--- config.mk ---
export PLATFORM = sky130hd
export DESIGN_NAME = time_set_ctrl
export DESIGN_NICKNAME = d
export VERILOG_FILES = /design/src/rtl/time_set_pkg.sv /design/src/rtl/btn_edge_det.sv /design/src/rtl/time_set_ctrl.sv
export SDC_FILE = /design/constraint.sdc
export NUM_CORES = 1
export LEC_CHECK = 0
export BUFFER_PORTS_ARGS = -buffer_cell sky130_fd_sc_hd__buf_2
export CORE_ASPECT_RATIO = 1.5
export CORE_MARGIN = 2
export CORE_UTILIZATION = 33
export DETAILED_ROUTE_END_ITERATION = 12
export GPL_ROUTABILITY_DRIVEN = 0
export SYNTH_ARGS = -nofsm -noshare
export SYNTH_HDL_FRONTEND = slang
export SYNTH_HIERARCHICAL = 1
export SYNTH_SLANG_ARGS = --single-unit
--- constraint.sdc ---
create_clock -name clock -period 4.5 [get_ports clock]
set_input_delay 0.9 -clock clock [delete_from_list [all_inputs] [get_ports clock]]
set_output_delay 0.9 -clock clock [all_outputs]
set_load 0.005 [all_outputs]
--- src/rtl/time_set_pkg.sv ---
// time_set_pkg: shared FSM states, BCD digit widths and time limits for the time-set controller
package time_set_pkg;
  typedef enum logic [1:0] {IDLE, SET_HR, SET_MIN, COMMIT} state_t;
  localparam int MS_HR_W  = 2;
  localparam int LS_HR_W  = 4;
  localparam int MS_MIN_W = 3;
  localparam int LS_MIN_W = 4;
  localparam int HR_W     = MS_HR_W + LS_HR_W;
  localparam int MIN_W    = MS_MIN_W + LS_MIN_W;
  localparam logic [HR_W-1:0]  MAX_HR  = 6'h23;
  localparam logic [MIN_W-1:0] MAX_MIN = 7'h59;
endpackage

--- src/rtl/btn_edge_det.sv ---
// btn_edge_det: registered rising-edge detector for a pre-synchronized button level
// Ports: clock, reset (sync, active-high); i_btn level in; o_press one cycle per rising edge.
module btn_edge_det (
  input  logic clock,
  input  logic reset,
  input  logic i_btn,
  output logic o_press
);
  logic r_btn_q;
  logic r_blk;
  // r_blk masks a button that is still held from reset until it has been released once
  always_ff @(posedge clock) begin
    if (reset) begin
      r_btn_q <= 1'b0;
      r_blk   <= i_btn;
    end else begin
      r_btn_q <= i_btn;
      r_blk   <= r_blk & i_btn;
    end
  end
  assign o_press = i_btn & ~r_btn_q & ~r_blk;
endmodule

--- src/rtl/time_set_ctrl.sv ---
// time_set_ctrl: two-button BCD time-set FSM that edits hours, then minutes, and commits with a one-cycle load
// Ports: clock, reset (sync, active-high); mode_btn/inc_btn button levels; cur_* running BCD time;
//        load strobe with load_* digits; editing, sel_hr, sel_min field indicators; blink display toggle.
module time_set_ctrl
  import time_set_pkg::*;
#(
  parameter int TIMEOUT_CYCLES = 1000,
  parameter int BLINK_CYCLES   = 50
) (
  input  logic                clock,
  input  logic                reset,
  input  logic                mode_btn,
  input  logic                inc_btn,
  input  logic [MS_HR_W-1:0]  cur_ms_hr,
  input  logic [LS_HR_W-1:0]  cur_ls_hr,
  input  logic [MS_MIN_W-1:0] cur_ms_min,
  input  logic [LS_MIN_W-1:0] cur_ls_min,
  output logic                load,
  output logic [MS_HR_W-1:0]  load_ms_hr,
  output logic [LS_HR_W-1:0]  load_ls_hr,
  output logic [MS_MIN_W-1:0] load_ms_min,
  output logic [LS_MIN_W-1:0] load_ls_min,
  output logic                editing,
  output logic                sel_hr,
  output logic                sel_min,
  output logic                blink
);
  localparam int TW = $clog2(TIMEOUT_CYCLES);
  localparam int BW = BLINK_CYCLES > 1 ? $clog2(BLINK_CYCLES) : 1;
  state_t r_state;
  state_t w_nxt;
  logic w_mode;
  logic w_inc;
  logic w_to;
  logic w_edit;
  logic [TW-1:0] r_to_cnt;
  logic [BW-1:0] r_bl_cnt;
  logic [MS_HR_W-1:0] r_ms_hr;
  logic [LS_HR_W-1:0] r_ls_hr;
  logic [MS_MIN_W-1:0] r_ms_min;
  logic [LS_MIN_W-1:0] r_ls_min;
  logic [HR_W-1:0] w_hr_inc;
  logic [MIN_W-1:0] w_min_inc;
  // out-of-range values and the top limit both wrap to zero
  function automatic logic [HR_W-1:0] hr_inc(input logic [HR_W-1:0] h);
    return (h[LS_HR_W-1:0] > 4'd9 || h >= MAX_HR) ? '0
         : h[LS_HR_W-1:0] == 4'd9 ? {h[HR_W-1:LS_HR_W] + 2'd1, 4'd0}
         : h + HR_W'(1);
  endfunction
  function automatic logic [MIN_W-1:0] min_inc(input logic [MIN_W-1:0] m);
    return (m[LS_MIN_W-1:0] > 4'd9 || m >= MAX_MIN) ? '0
         : m[LS_MIN_W-1:0] == 4'd9 ? {m[MIN_W-1:LS_MIN_W] + 3'd1, 4'd0}
         : m + MIN_W'(1);
  endfunction
  btn_edge_det u_mode (.clock(clock), .reset(reset), .i_btn(mode_btn), .o_press(w_mode));
  btn_edge_det u_inc  (.clock(clock), .reset(reset), .i_btn(inc_btn),  .o_press(w_inc));
  assign w_hr_inc  = hr_inc({r_ms_hr, r_ls_hr});
  assign w_min_inc = min_inc({r_ms_min, r_ls_min});
  assign w_edit    = r_state == SET_HR || r_state == SET_MIN;
  // a press in the final cycle keeps the edit alive
  assign w_to      = r_to_cnt == TW'(TIMEOUT_CYCLES - 1) && !(w_mode || w_inc);
  always_comb begin
    w_nxt = r_state == COMMIT ? IDLE
          : w_mode ? (r_state == IDLE ? SET_HR : r_state == SET_HR ? SET_MIN : COMMIT)
          : (w_edit && w_to) ? IDLE
          : r_state;
  end
  always_ff @(posedge clock) begin
    if (reset) begin
      r_state  <= IDLE;
      load     <= 1'b0;
      {load_ms_hr, load_ls_hr, load_ms_min, load_ls_min} <= '0;
      {r_ms_hr, r_ls_hr, r_ms_min, r_ls_min} <= '0;
      r_to_cnt <= '0;
      r_bl_cnt <= '0;
      blink    <= 1'b0;
      editing  <= 1'b0;
      sel_hr   <= 1'b0;
      sel_min  <= 1'b0;
    end else begin
      r_state <= w_nxt;
      sel_hr  <= w_nxt == SET_HR;
      sel_min <= w_nxt == SET_MIN;
      editing <= w_nxt == SET_HR || w_nxt == SET_MIN;
      load    <= w_nxt == COMMIT;
      if (w_nxt == COMMIT)
        {load_ms_hr, load_ls_hr, load_ms_min, load_ls_min} <= {r_ms_hr, r_ls_hr, r_ms_min, r_ls_min};
      // mode outranks inc, so an inc arriving with mode never edits a field
      if (r_state == IDLE && w_mode)
        {r_ms_hr, r_ls_hr, r_ms_min, r_ls_min} <= {cur_ms_hr, cur_ls_hr, cur_ms_min, cur_ls_min};
      else if (r_state == SET_HR && w_inc && !w_mode)
        {r_ms_hr, r_ls_hr} <= w_hr_inc;
      else if (r_state == SET_MIN && w_inc && !w_mode)
        {r_ms_min, r_ls_min} <= w_min_inc;
      r_to_cnt <= (!w_edit || w_nxt != r_state || w_mode || w_inc) ? '0 : r_to_cnt + TW'(1);
      if (w_nxt != r_state || !(w_nxt == SET_HR || w_nxt == SET_MIN)) begin
        r_bl_cnt <= '0;
        blink    <= 1'b0;
      end else if (r_bl_cnt == BW'(BLINK_CYCLES - 1)) begin
        r_bl_cnt <= '0;
        blink    <= ~blink;
      end else
        r_bl_cnt <= r_bl_cnt + BW'(1);
    end
  end
endmodule

==> out/summary.json, run 1 <==
{
  "grt_util_met2": 0.227,
  "detailedRoute.firstIterationViolations": 134,
  "synth_async_sr_flop_share": 0,
  "yosysUniqueCellTypes": 49,
  "fp-row-count": 40,
  "post-dp-hpwl_um": 3930,
  "pin_count": 35,
  "maximum_level_of_the_cts_h_tree": 2,
  "chipHeight_um": 114,
  "maxClockFrequency_mhz": 342,
  "final-max-slew-violation-count": 0,
  "synth_simple_gate_area_frac": 0.248,
  "timing.max_slew.rel_slack": 0.408,
  "final-setup-viol-count": 0,
  "total_vias_in_the_final_route": 2190,
  "diodes": 0,
  "cts.sinks": 53,
  "synthesis.area_mm2": 0.00266,
  "syn_avg_cell_area_um2": 8.64,
  "grt_antenna_before_repair": 0,
  "yosys.area_share.adder": 0.0658,
  "initial_utilization": 0.337,
  "cp-end-kind": "flop",
  "arrival_ps": 3070,
  "worstSetupPathType": "in2reg",
  "die-width_um": 77.3,
  "muxShareOfSynthArea": 0.0531,
  "detail_route.drc_violations": 0,
  "cts_made_buffers": 5,
  "synth_sequential_area_ratio": 0.398,
  "drt_first_pass_iters": 4,
  "clockRootBuffer": "sky130_fd_sc_hd__clkbuf_16",
  "ys_warn_count": 6,
  "tns_ps": 0,
  "groute.layer.met3.usage": 0.0229,
  "rsz0062_at_grt": "no",
  "cells_after_synthesis": 308,
  "detail_route.wl_per_cell_um": 12.9,
  "synth_top_family_by_area": "simple AND/OR/NAND/NOR gates",
  "synth_common_cells": "sky130_fd_sc_hd__dfxtp_1, sky130_fd_sc_hd__nor2_1, sky130_fd_sc_hd__nand2_1",
  "reg2reg_setup_slack_ps": 1610,
  "postCtsResizedCells": 0,
  "startpoint_type": "input port",
  "drt-total-wl_um": 5620,
  "grt.overflow.total": 0,
  "grt_usage": 0.131,
  "worst-slew-pin-transition_ps": 887,
  "cts_tree": "done",
  "global_route_wire_length_before_repair_um": 9330,
  "multiInputGateArea_mm2": 0.00149,
  "drv.max_cap_violation_count": 0,
  "final_number_of_hold_violating_endpoints": 0,
  "fin_ws_ps": 1580,
  "finalWorstPathRequiredPeriod_ps": 2920,
  "place_worst_setup_slack_ps": 1250,
  "vias_per_cell": 5.01,
  "grt-busiest-layer": "met2",
  "synth-compound-area-share": 0.139,
  "port_buffers": 34,
  "post_cts_hold_buffer_count": 0,
  "flip_flop_and_latch_count_after_synthesis": 53,
  "cp_data_required_time_ps": 4650,
  "synthFlopType": "sky130_fd_sc_hd__dfxtp_1",
  "clk_transition_reported_paths_ps": 70,
  "synth.area.top_cells": "sky130_fd_sc_hd__dfxtp_1, sky130_fd_sc_hd__ha_1, sky130_fd_sc_hd__nor2_1",
  "finalNetCount": 362,
  "yosys_top_cell_area_share": 0.398,
  "layout-drive-gt1-share": 0.154,
  "yosysTopAreaCell": "sky130_fd_sc_hd__dfxtp_1",
  "gr_layer_usage_met1": 0.155,
  "layout_worst_path_cycle_share": 0.650,
  "status": "completed",
  "critical_path_peak_fanout": 14,
  "core_area_mm2": 0.00791,
  "power_density_mw_per_mm2": 352,
  "antenna_violating_nets_post_route": 0,
  "synth_xor_area_frac": 0.0526,
  "first_global_vias": 2019,
  "power_leakage_nw": 1.18,
  "cts.repair_timing.setup_buffer_count": 0,
  "fin_worst_skew_ps": 7.39,
  "ff_latch_area_mm2": 0.00106,
  "syn_nets": 339,
  "dieArea_mm2": 0.00882,
  "synth_most_common_cell": "sky130_fd_sc_hd__dfxtp_1",
  "edff_count_synth": 0,
  "hold_class": "reg2reg",
  "clock_insertion_delay_worst_skew_ps": 290,
  "fillerInstances": 854,
  "flow.area_growth_from_synthesis_pct": 14.8,
  "vdd.ir_drop.worst_mv": 0.169,
  "cts-root-to-sink-buffers": 2,
  "largest_net_degree_at_the_start_of_global_routing": 38
}
==> flip-flops by register name, indices dropped and copies added, names as in the netlist, 2 cells and up <==
| signal | flops |
|---|---|
| load_ms_min | 3 |
| r_bl_cnt | 6 |
| r_to_cnt | 10 |
| load_ls_hr | 4 |
| r_ms_hr | 2 |
| r_ls_min | 4 |
| r_ls_hr | 4 |
| r_ms_min | 3 |
| r_state | 2 |
| load_ls_min | 4 |
| load_ms_hr | 2 |
==> metal layers <==
metal | share of wire | vias up
met3 | 0.042 | 2
li1 | - | 1132
met1 | 0.44 | 1004
met5 | 0 | -
met2 | 0.51 | 52
met4 | 0.0080 | 0
==> cells in the final DEF, fill, tap and decap left out, types with 3 or more instances in the layout <==
master / instances
sky130_fd_sc_hd__dfxtp_1: 53
sky130_fd_sc_hd__nor2_1: 43
sky130_fd_sc_hd__buf_2: 34
sky130_fd_sc_hd__nand2_1: 23
sky130_fd_sc_hd__nor3_1: 15
sky130_fd_sc_hd__nand3_1: 14
sky130_fd_sc_hd__ha_1: 14
sky130_fd_sc_hd__mux2i_1: 13
sky130_fd_sc_hd__a21oi_1: 12
sky130_fd_sc_hd__xnor2_1: 10
sky130_fd_sc_hd__inv_1: 9
sky130_fd_sc_hd__o21ai_0: 8
sky130_fd_sc_hd__a31oi_1: 6
sky130_fd_sc_hd__xor2_1: 6
sky130_fd_sc_hd__nor2b_1: 6
sky130_fd_sc_hd__and3_1: 6
sky130_fd_sc_hd__clkbuf_16: 5
sky130_fd_sc_hd__nand4_1: 3
sky130_fd_sc_hd__and2_1: 3
sky130_fd_sc_hd__a211oi_1: 3
sky130_fd_sc_hd__o211ai_1: 3
sky130_fd_sc_hd__a311oi_1: 3
sky130_fd_sc_hd__o21a_1: 3
==> path summary, 6_finish.rpt <==
| kind | cells after the start | start | endpoint |
|---|---|---|---|
| worst max-delay path | 9 | mode_btn | load_ls_min[1]$_SDFFE_PP0P_ |
| worst min-delay path | 1 | r_to_cnt[0]$_SDFF_PP0_ | r_to_cnt[0]$_SDFF_PP0_ |
| worst max register to register | 9 | r_state[0]$_SDFF_PP0_ | load_ls_min[1]$_SDFFE_PP0P_ |
| worst min register to register | 1 | r_to_cnt[0]$_SDFF_PP0_ | r_to_cnt[0]$_SDFF_PP0_ |
==> metrics by stage <==
stage / cells / hold WS [ps] / utilization / instance area [um^2] / power (mW)
after floorplan: 308 / 413 / - / 2660 / 0.613
after global placement: 429 / 425 / 0.365 / 2880 / 0.644
after detailed placement: 429 / 452 / 0.365 / 2880 / 0.646
after CTS: 437 / 468 / 0.387 / 3060 / 1.09
after global routing: 437 / 485 / 0.387 / 3060 / 1.13
final: 437 / 461 / 0.387 / 3060 / 1.08
==> power by group <==
| group | internal [mW] | total [mW] | switching [mW] |
|---|---|---|---|
| clock | 0.278 | 0.441 | 0.163 |
| combinational | 0.0511 | 0.116 | 0.0644 |
| sequential | 0.487 | 0.519 | 0.0318 |
==> kinds of logic after synthesis <==
logic type               after synthesis
multiplexers                          14
AND/OR/NAND/NOR                      130
adder cells (fa/ha/maj)               14
buffers and inverters                 27
XOR/XNOR                              16
AO/OA/AOI/OAI                         54
flip-flops                            53
==> area by class of cell <==
class | count | share of cell area
sequential | 53 | 0.347
clock buffer | 7 | 0.0467
clock inverter | 1 | 0.00982
inverter | 9 | 0.0111
timing repair buffer | 34 | 0.0557
multi-input combinational | 228 | 0.487
tap | 105 | 0.0430
==> critical path, cell delays in order <==
cell and delay [ps]:
sky130_fd_sc_hd__buf_2 110, sky130_fd_sc_hd__nor3b_2 180, sky130_fd_sc_hd__or3b_2 500, sky130_fd_sc_hd__nand2b_1 170
sky130_fd_sc_hd__a31oi_1 260, sky130_fd_sc_hd__nor2_1 110, sky130_fd_sc_hd__ha_1 530, sky130_fd_sc_hd__mux2i_1 270
sky130_fd_sc_hd__nor2_1 50
Note: power is estimated with default switching activity, not from simulation.
==> run 2, diff against run 1 <==
==> constraint.sdc (replaced) <==
create_clock -name clock -period 2.4 [get_ports clock]
set_input_delay 0.48 -clock clock [delete_from_list [all_inputs] [get_ports clock]]
set_output_delay 0.48 -clock clock [all_outputs]
set_load 0.005 [all_outputs]
==> out/summary.json, run 2 (synthesized netlist as in run 1, its figures left out) <==
{
  "critical_path_peak_fanout": 7,
  "vias_per_cell": 4.90,
  "maximum_level_of_the_cts_h_tree": 2,
  "fp-row-count": 40,
  "numPlacedInstances": 446,
  "fin_ws_ps": 80.8,
  "pin_count": 35,
  "largest_net_degree_at_the_start_of_global_routing": 21,
  "initial_utilization": 0.337,
  "final-max-slew-violation-count": 0,
  "post-dp-hpwl_um": 3950,
  "largest_reg_flops": 10,
  "core_area_mm2": 0.00791,
  "detail_route.wl_per_cell_um": 12.9,
  "die-width_um": 77.3,
  "dieArea_mm2": 0.00882,
  "hold_class": "in2reg",
  "cts_tree": "done",
  "status": "completed",
  "grt_usage": 0.137,
  "power_leakage_nw": 1.29,
  "detail_route.drc_violations": 0,
  "cts_made_buffers": 5,
  "final_number_of_hold_violating_endpoints": 0,
  "registers.top_by_ff_count": "r_to_cnt",
  "place_worst_setup_slack_ps": -235,
  "diodes": 0,
  "drt_first_pass_iters": 4,
  "cts-root-to-sink-buffers": 2,
  "chipHeight_um": 114,
  "layout_worst_path_cycle_share": 0.966,
  "placement.cell_area_mm2": 0.00303,
  "largestRegisters": "r_to_cnt x10, r_bl_cnt x6",
  "final_cell_count_without_fillers": 458,
  "finalWorstPathRequiredPeriod_ps": 2320,
  "layout-drive-gt1-share": 0.244,
  "layout.cells.most_common": "sky130_fd_sc_hd__dfxtp_1",
  "total_vias_in_the_final_route": 2245,
  "power_density_mw_per_mm2": 585,
  "flow.area_growth_from_synthesis_pct": 25.0,
  "cts.sinks": 53,
  "drt-total-wl_um": 5920,
  "fin_worst_skew_ps": 8.07,
  "maxClockFrequency_mhz": 431,
  "port_buffers": 34,
  "grt.overflow.total": 0,
  "first_global_vias": 2139,
  "vdd.ir_drop.worst_mv": 0.317,
  "worstSetupPathType": "reg2reg",
  "timing.max_slew.rel_slack": 0.688,
  "clock_insertion_delay_worst_skew_ps": 290,
  "drv.max_cap_violation_count": 0,
  "detailedRoute.firstIterationViolations": 135,
  "total_power_mw": 1.95,
  "post_cts_hold_buffer_count": 0,
  "antenna_violating_nets_post_route": 0,
  "worst-slew-pin-transition_ps": 463,
  "layout.cells.most_common_list": "sky130_fd_sc_hd__dfxtp_1, sky130_fd_sc_hd__nor2_1, sky130_fd_sc_hd__buf_2",
  "final-setup-viol-count": 0,
  "cp-end-kind": "flop",
  "clockRootBuffer": "sky130_fd_sc_hd__clkbuf_16",
  "finalNetCount": 383,
  "final_core_utilization": 0.421,
  "startpoint_type": "flop",
  "clk_transition_reported_paths_ps": 70,
  "cp_data_required_time_ps": 2620,
  "arrival_ps": 2540,
  "global_route_wire_length_before_repair_um": 9790,
  "fillerInstances": 829,
  "grt_antenna_before_repair": 0,
  "total_non_filler_cell_area_in_the_finished_layout_mm2": 0.00333
}
## run 2: cell count changes in the layout (fill, tap and decap cells not counted), moves of 2 or more
cell / delta
sky130_fd_sc_hd__a31oi_1: -2
sky130_fd_sc_hd__a31oi_4: +2
sky130_fd_sc_hd__buf_4: +19
sky130_fd_sc_hd__clkbuf_1: +2
sky130_fd_sc_hd__dfxtp_1: -2
sky130_fd_sc_hd__dfxtp_2: +2
sky130_fd_sc_hd__ha_1: -2
sky130_fd_sc_hd__ha_4: +2
sky130_fd_sc_hd__nor2_1: -2
sky130_fd_sc_hd__nor3_1: -6
sky130_fd_sc_hd__nor3_2: +6
## run 2: report_power, final
part	internal, mW	switching, mW	total, mW	leakage, nW
clock	0.389	0.298	0.687	0.0652
combinational	0.143	0.145	0.288	0.790
sequential	0.914	0.0566	0.971	0.432
## run 2: layout make-up
cell class / count / area [um^2] / area share
inverter: 9 / 33.8 / 0.0102
multi-input combinational: 228 / 1600 / 0.482
sequential: 53 / 1060 / 0.320
tap: 105 / 131 / 0.0395
timing repair buffer: 55 / 358 / 0.108
clock buffer: 8 / 136 / 0.0410
## run 2: final timing paths
kind / startpoint / endpoint / slack, ps / cells past startpoint
worst max register to register: r_state[0]$_SDFF_PP0_ / r_bl_cnt[1]$_SDFF_PP0_ / 80 / 10
worst max-delay path: r_state[0]$_SDFF_PP0_ / r_bl_cnt[1]$_SDFF_PP0_ / 80 / 10
worst min-delay path: cur_ls_hr[3] / r_ls_hr[3]$_SDFFE_PP0P_ / 420 / 3
worst min register to register: r_to_cnt[0]$_SDFF_PP0_ / r_to_cnt[0]$_SDFF_PP0_ / 450 / 1
## run 2: per-stage QoR
step | setup TNS, ps | hold slack (ps)
after floorplan | 0 | 413
after global placement | -1770 | 427
after detailed placement | -2610 | 437
after CTS | 0 | 415
after global routing | -67.0 | 437
final | 0 | 422
## run 2: worst max-delay path, cell delays in order (launching register included)
cell and delay (ps):
sky130_fd_sc_hd__dfxtp_2 330, sky130_fd_sc_hd__inv_1 70, sky130_fd_sc_hd__ha_4 260, sky130_fd_sc_hd__or3b_4 360
sky130_fd_sc_hd__nand2b_4 170, sky130_fd_sc_hd__a31oi_4 160, sky130_fd_sc_hd__nor2_2 60, sky130_fd_sc_hd__ha_1 340
sky130_fd_sc_hd__nor2_4 150, sky130_fd_sc_hd__nand3_4 140, sky130_fd_sc_hd__nor3_2 200
## run 2: metal layers
layer,vias up,share of wire,GRT usage
met5,-,0,0
met3,6,0.029,0.0269
met1,1031,0.46,0.165
met2,34,0.50,0.241
li1,1174,-,-
met4,0,0.014,0.0464
## run 2: repair_timing
action                     4_1_cts  5_1_grt
resized for setup                6       14
pin swaps                        4        7
setup endpoints to repair       13       21
gates cloned                     0        1
setup buffers                    2        1
==> run 3, diff against run 2 <==
--- a/config.mk
+++ b/config.mk
@@ -6,11 +6,14 @@
 export NUM_CORES = 1
 export LEC_CHECK = 0
 export BUFFER_PORTS_ARGS = -buffer_cell sky130_fd_sc_hd__buf_2
+export CELL_PAD_IN_SITES_DETAIL_PLACEMENT = 2
+export CELL_PAD_IN_SITES_GLOBAL_PLACEMENT = 2
 export CORE_ASPECT_RATIO = 1.5
 export CORE_MARGIN = 2
-export CORE_UTILIZATION = 33
+export CORE_UTILIZATION = 31
 export DETAILED_ROUTE_END_ITERATION = 12
 export GPL_ROUTABILITY_DRIVEN = 0
+export PLACE_DENSITY_LB_ADDON = 0.1
 export SYNTH_ARGS = -nofsm -noshare
 export SYNTH_HDL_FRONTEND = slang
 export SYNTH_HIERARCHICAL = 1
==> out/summary.json, run 3 (synthesized netlist as in run 1, its figures left out) <==
{
  "critical_path.slowest_cell": "sky130_fd_sc_hd__or3b_4",
  "final-setup-viol-count": 0,
  "global_route_wire_length_before_repair_um": 12600,
  "detailedRoute.firstIterationViolations": 82,
  "timing.max_slew.rel_slack": 0.689,
  "reg2regPathDepth": 10,
  "fin_worst_skew_ps": 4.79,
  "arrival_ps": 2530,
  "total_power_mw": 2.05,
  "clock_insertion_delay_worst_skew_ps": 300,
  "startpoint_type": "flop",
  "detail_route.wl_per_cell_um": 16.6,
  "regToRegStartpoint": "r_state[0]$_SDFF_PP0_",
  "worst-slew-pin-transition_ps": 454,
  "largest_net_degree_at_the_start_of_global_routing": 23,
  "pin_count": 35,
  "power_report.internal_total_mw": 1.48,
  "core_area_mm2": 0.00836,
  "r2r-end": "r_bl_cnt[1]$_SDFF_PP0_",
  "die-width_um": 79.7,
  "cp_cell_sequence": "inv_2 -> ha_4 -> or3b_4 -> nand2b_4 -> a31oi_4 -> nor2_2 -> ha_1 -> nor2_4 -> nand3_4 -> nor3_2",
  "critical_path_peak_fanout": 7,
  "worst_hold_startpoint": "mode_btn",
  "port_buffers": 34,
  "hold_class": "in2reg",
  "power.share.switching": 0.279,
  "cts.sinks": 53,
  "reg2reg_setup_slack_ps": 100,
  "grt_usage": 0.171,
  "initial_utilization": 0.318,
  "drt-total-wl_um": 7600,
  "drt_first_pass_iters": 4,
  "timing.critical_path.buf_inv": 1,
  "cp_data_required_time_ps": 2630,
  "vias_per_cell": 5.16,
  "status": "completed",
  "finalHoldWorstSlack_ps": 410,
  "fp-row-count": 41,
  "finalWorstPathRequiredPeriod_ps": 2300,
  "finalNetCount": 382,
  "power_density_mw_per_mm2": 618,
  "power.switching_mw": 0.572,
  "share_seq_of_total_power": 0.476,
  "power.clock.fraction": 0.381,
  "timing.hold.worst_endpoint": "u_mode/r_blk$_DFF_P_",
  "chipHeight_um": 118,
  "layout.cells.most_common": "sky130_fd_sc_hd__dfxtp_1",
  "clockRootBuffer": "sky130_fd_sc_hd__clkbuf_16",
  "grt.overflow.total": 0,
  "layout.cells.most_common_list": "sky130_fd_sc_hd__dfxtp_1, sky130_fd_sc_hd__nor2_1, sky130_fd_sc_hd__buf_2",
  "drv.max_cap_violation_count": 0,
  "share_comb_of_total_power": 0.143,
  "first_global_vias": 2626,
  "vdd.ir_drop.worst_mv": 0.279,
  "worstSetupPathType": "reg2reg",
  "antenna_violating_nets_post_route": 0,
  "dieArea_mm2": 0.00936,
  "largestRegisters": "r_to_cnt x10, r_bl_cnt x6",
  "cts-root-to-sink-buffers": 2,
  "final-max-slew-violation-count": 0,
  "cts_made_buffers": 5,
  "total_vias_in_the_final_route": 2369,
  "tns_ps": 0,
  "slowest_delay_ps": 370,
  "cts_tree": "done",
  "largest_delay_share_family_worst_path": "simple AND/OR/NAND/NOR gates",
  "power_leakage_nw": 1.29,
  "flow.area_growth_from_synthesis_pct": 24.4,
  "layout_worst_path_cycle_share": 0.958,
  "final_core_utilization": 0.396,
  "grt_antenna_before_repair": 0,
  "final_number_of_hold_violating_endpoints": 0,
  "detail_route.drc_violations": 0,
  "maximum_level_of_the_cts_h_tree": 2,
  "post-dp-hpwl_um": 5520,
  "cp-end-kind": "flop",
  "hold-path-cell-count": 2,
  "registers.top_by_ff_count": "r_to_cnt",
  "layout-drive-gt1-share": 0.256,
  "diodes": 0,
  "largest_reg_flops": 10,
  "clk_transition_reported_paths_ps": 70,
  "maxClockFrequency_mhz": 435
}
-- run 3: cell type report --
| cell class | count | area [um^2] |
|---|---|---|
| tap | 107 | 134 |
| clock inverter | 2 | 17.5 |
| sequential | 53 | 1060 |
| inverter | 9 | 33.8 |
| multi-input combinational | 228 | 1590 |
| fill | 981 | 5050 |
| clock buffer | 6 | 139 |
| timing repair buffer | 54 | 333 |
-- run 3: what timing repair did --
action	4_1_cts	5_1_grt
endpoints found under the hold margin	0	0
gates resized for setup	7	14
pin swaps	5	8
setup endpoints to repair	19	22
buffers inserted	2	1
hold buffers	0	0
-- run 3: layer usage --
layer / global-route usage / routed length, um / share of wire / vias up
li1: - / - / - / 1168
met1: 0.192 / 3100 / 0.41 / 1167
met2: 0.318 / 4200 / 0.55 / 25
met3: 0.0261 / 165 / 0.022 / 9
met4: 0.0582 / 125 / 0.016 / 0
met5: 0 / 0 / 0 / -
-- run 3: power by group through the flow --
stage	Clock, mW	Combinational (mW)	Sequential, mW
final	0.779	0.293	0.974
after global routing	0.839	0.329	0.984
after CTS	0.812	0.283	0.974
after detailed placement	0	0.269	0.995
after global placement	0	0.260	0.995
after floorplan	0	0.190	0.960
-- run 3: how the worst max path moves through the flow --
| stage | from | endpoint | depth (start not counted) |
|---|---|---|---|
| 2_1_floorplan | r_state[0]$_SDFF_PP0_ | load_ms_min[1]$_SDFFE_PP0P_ | 11 |
| 3_3_place_gp | mode_btn | r_bl_cnt[5]$_SDFF_PP0_ | 10 |
| 4_1_cts | r_state[0]$_SDFF_PP0_ | r_bl_cnt[5]$_SDFF_PP0_ | 10 |
| 5_1_grt | r_state[0]$_SDFF_PP0_ | r_bl_cnt[1]$_SDFF_PP0_ | 10 |
| 3_5_place_dp | mode_btn | r_bl_cnt[4]$_SDFF_PP0_ | 10 |
| 6_report | r_state[0]$_SDFF_PP0_ | r_bl_cnt[1]$_SDFF_PP0_ | 10 |
-- run 3: stage by stage --
step | worst slack [ps] | cell area, um^2 | instances
CTS | -35.0 | 3240 | 458
global placement | -139 | 3030 | 448
floorplan | 17.8 | 2670 | 308
finish | 102 | 3310 | 459
global route | -4.98 | 3310 | 459
detailed placement | -257 | 3030 | 448
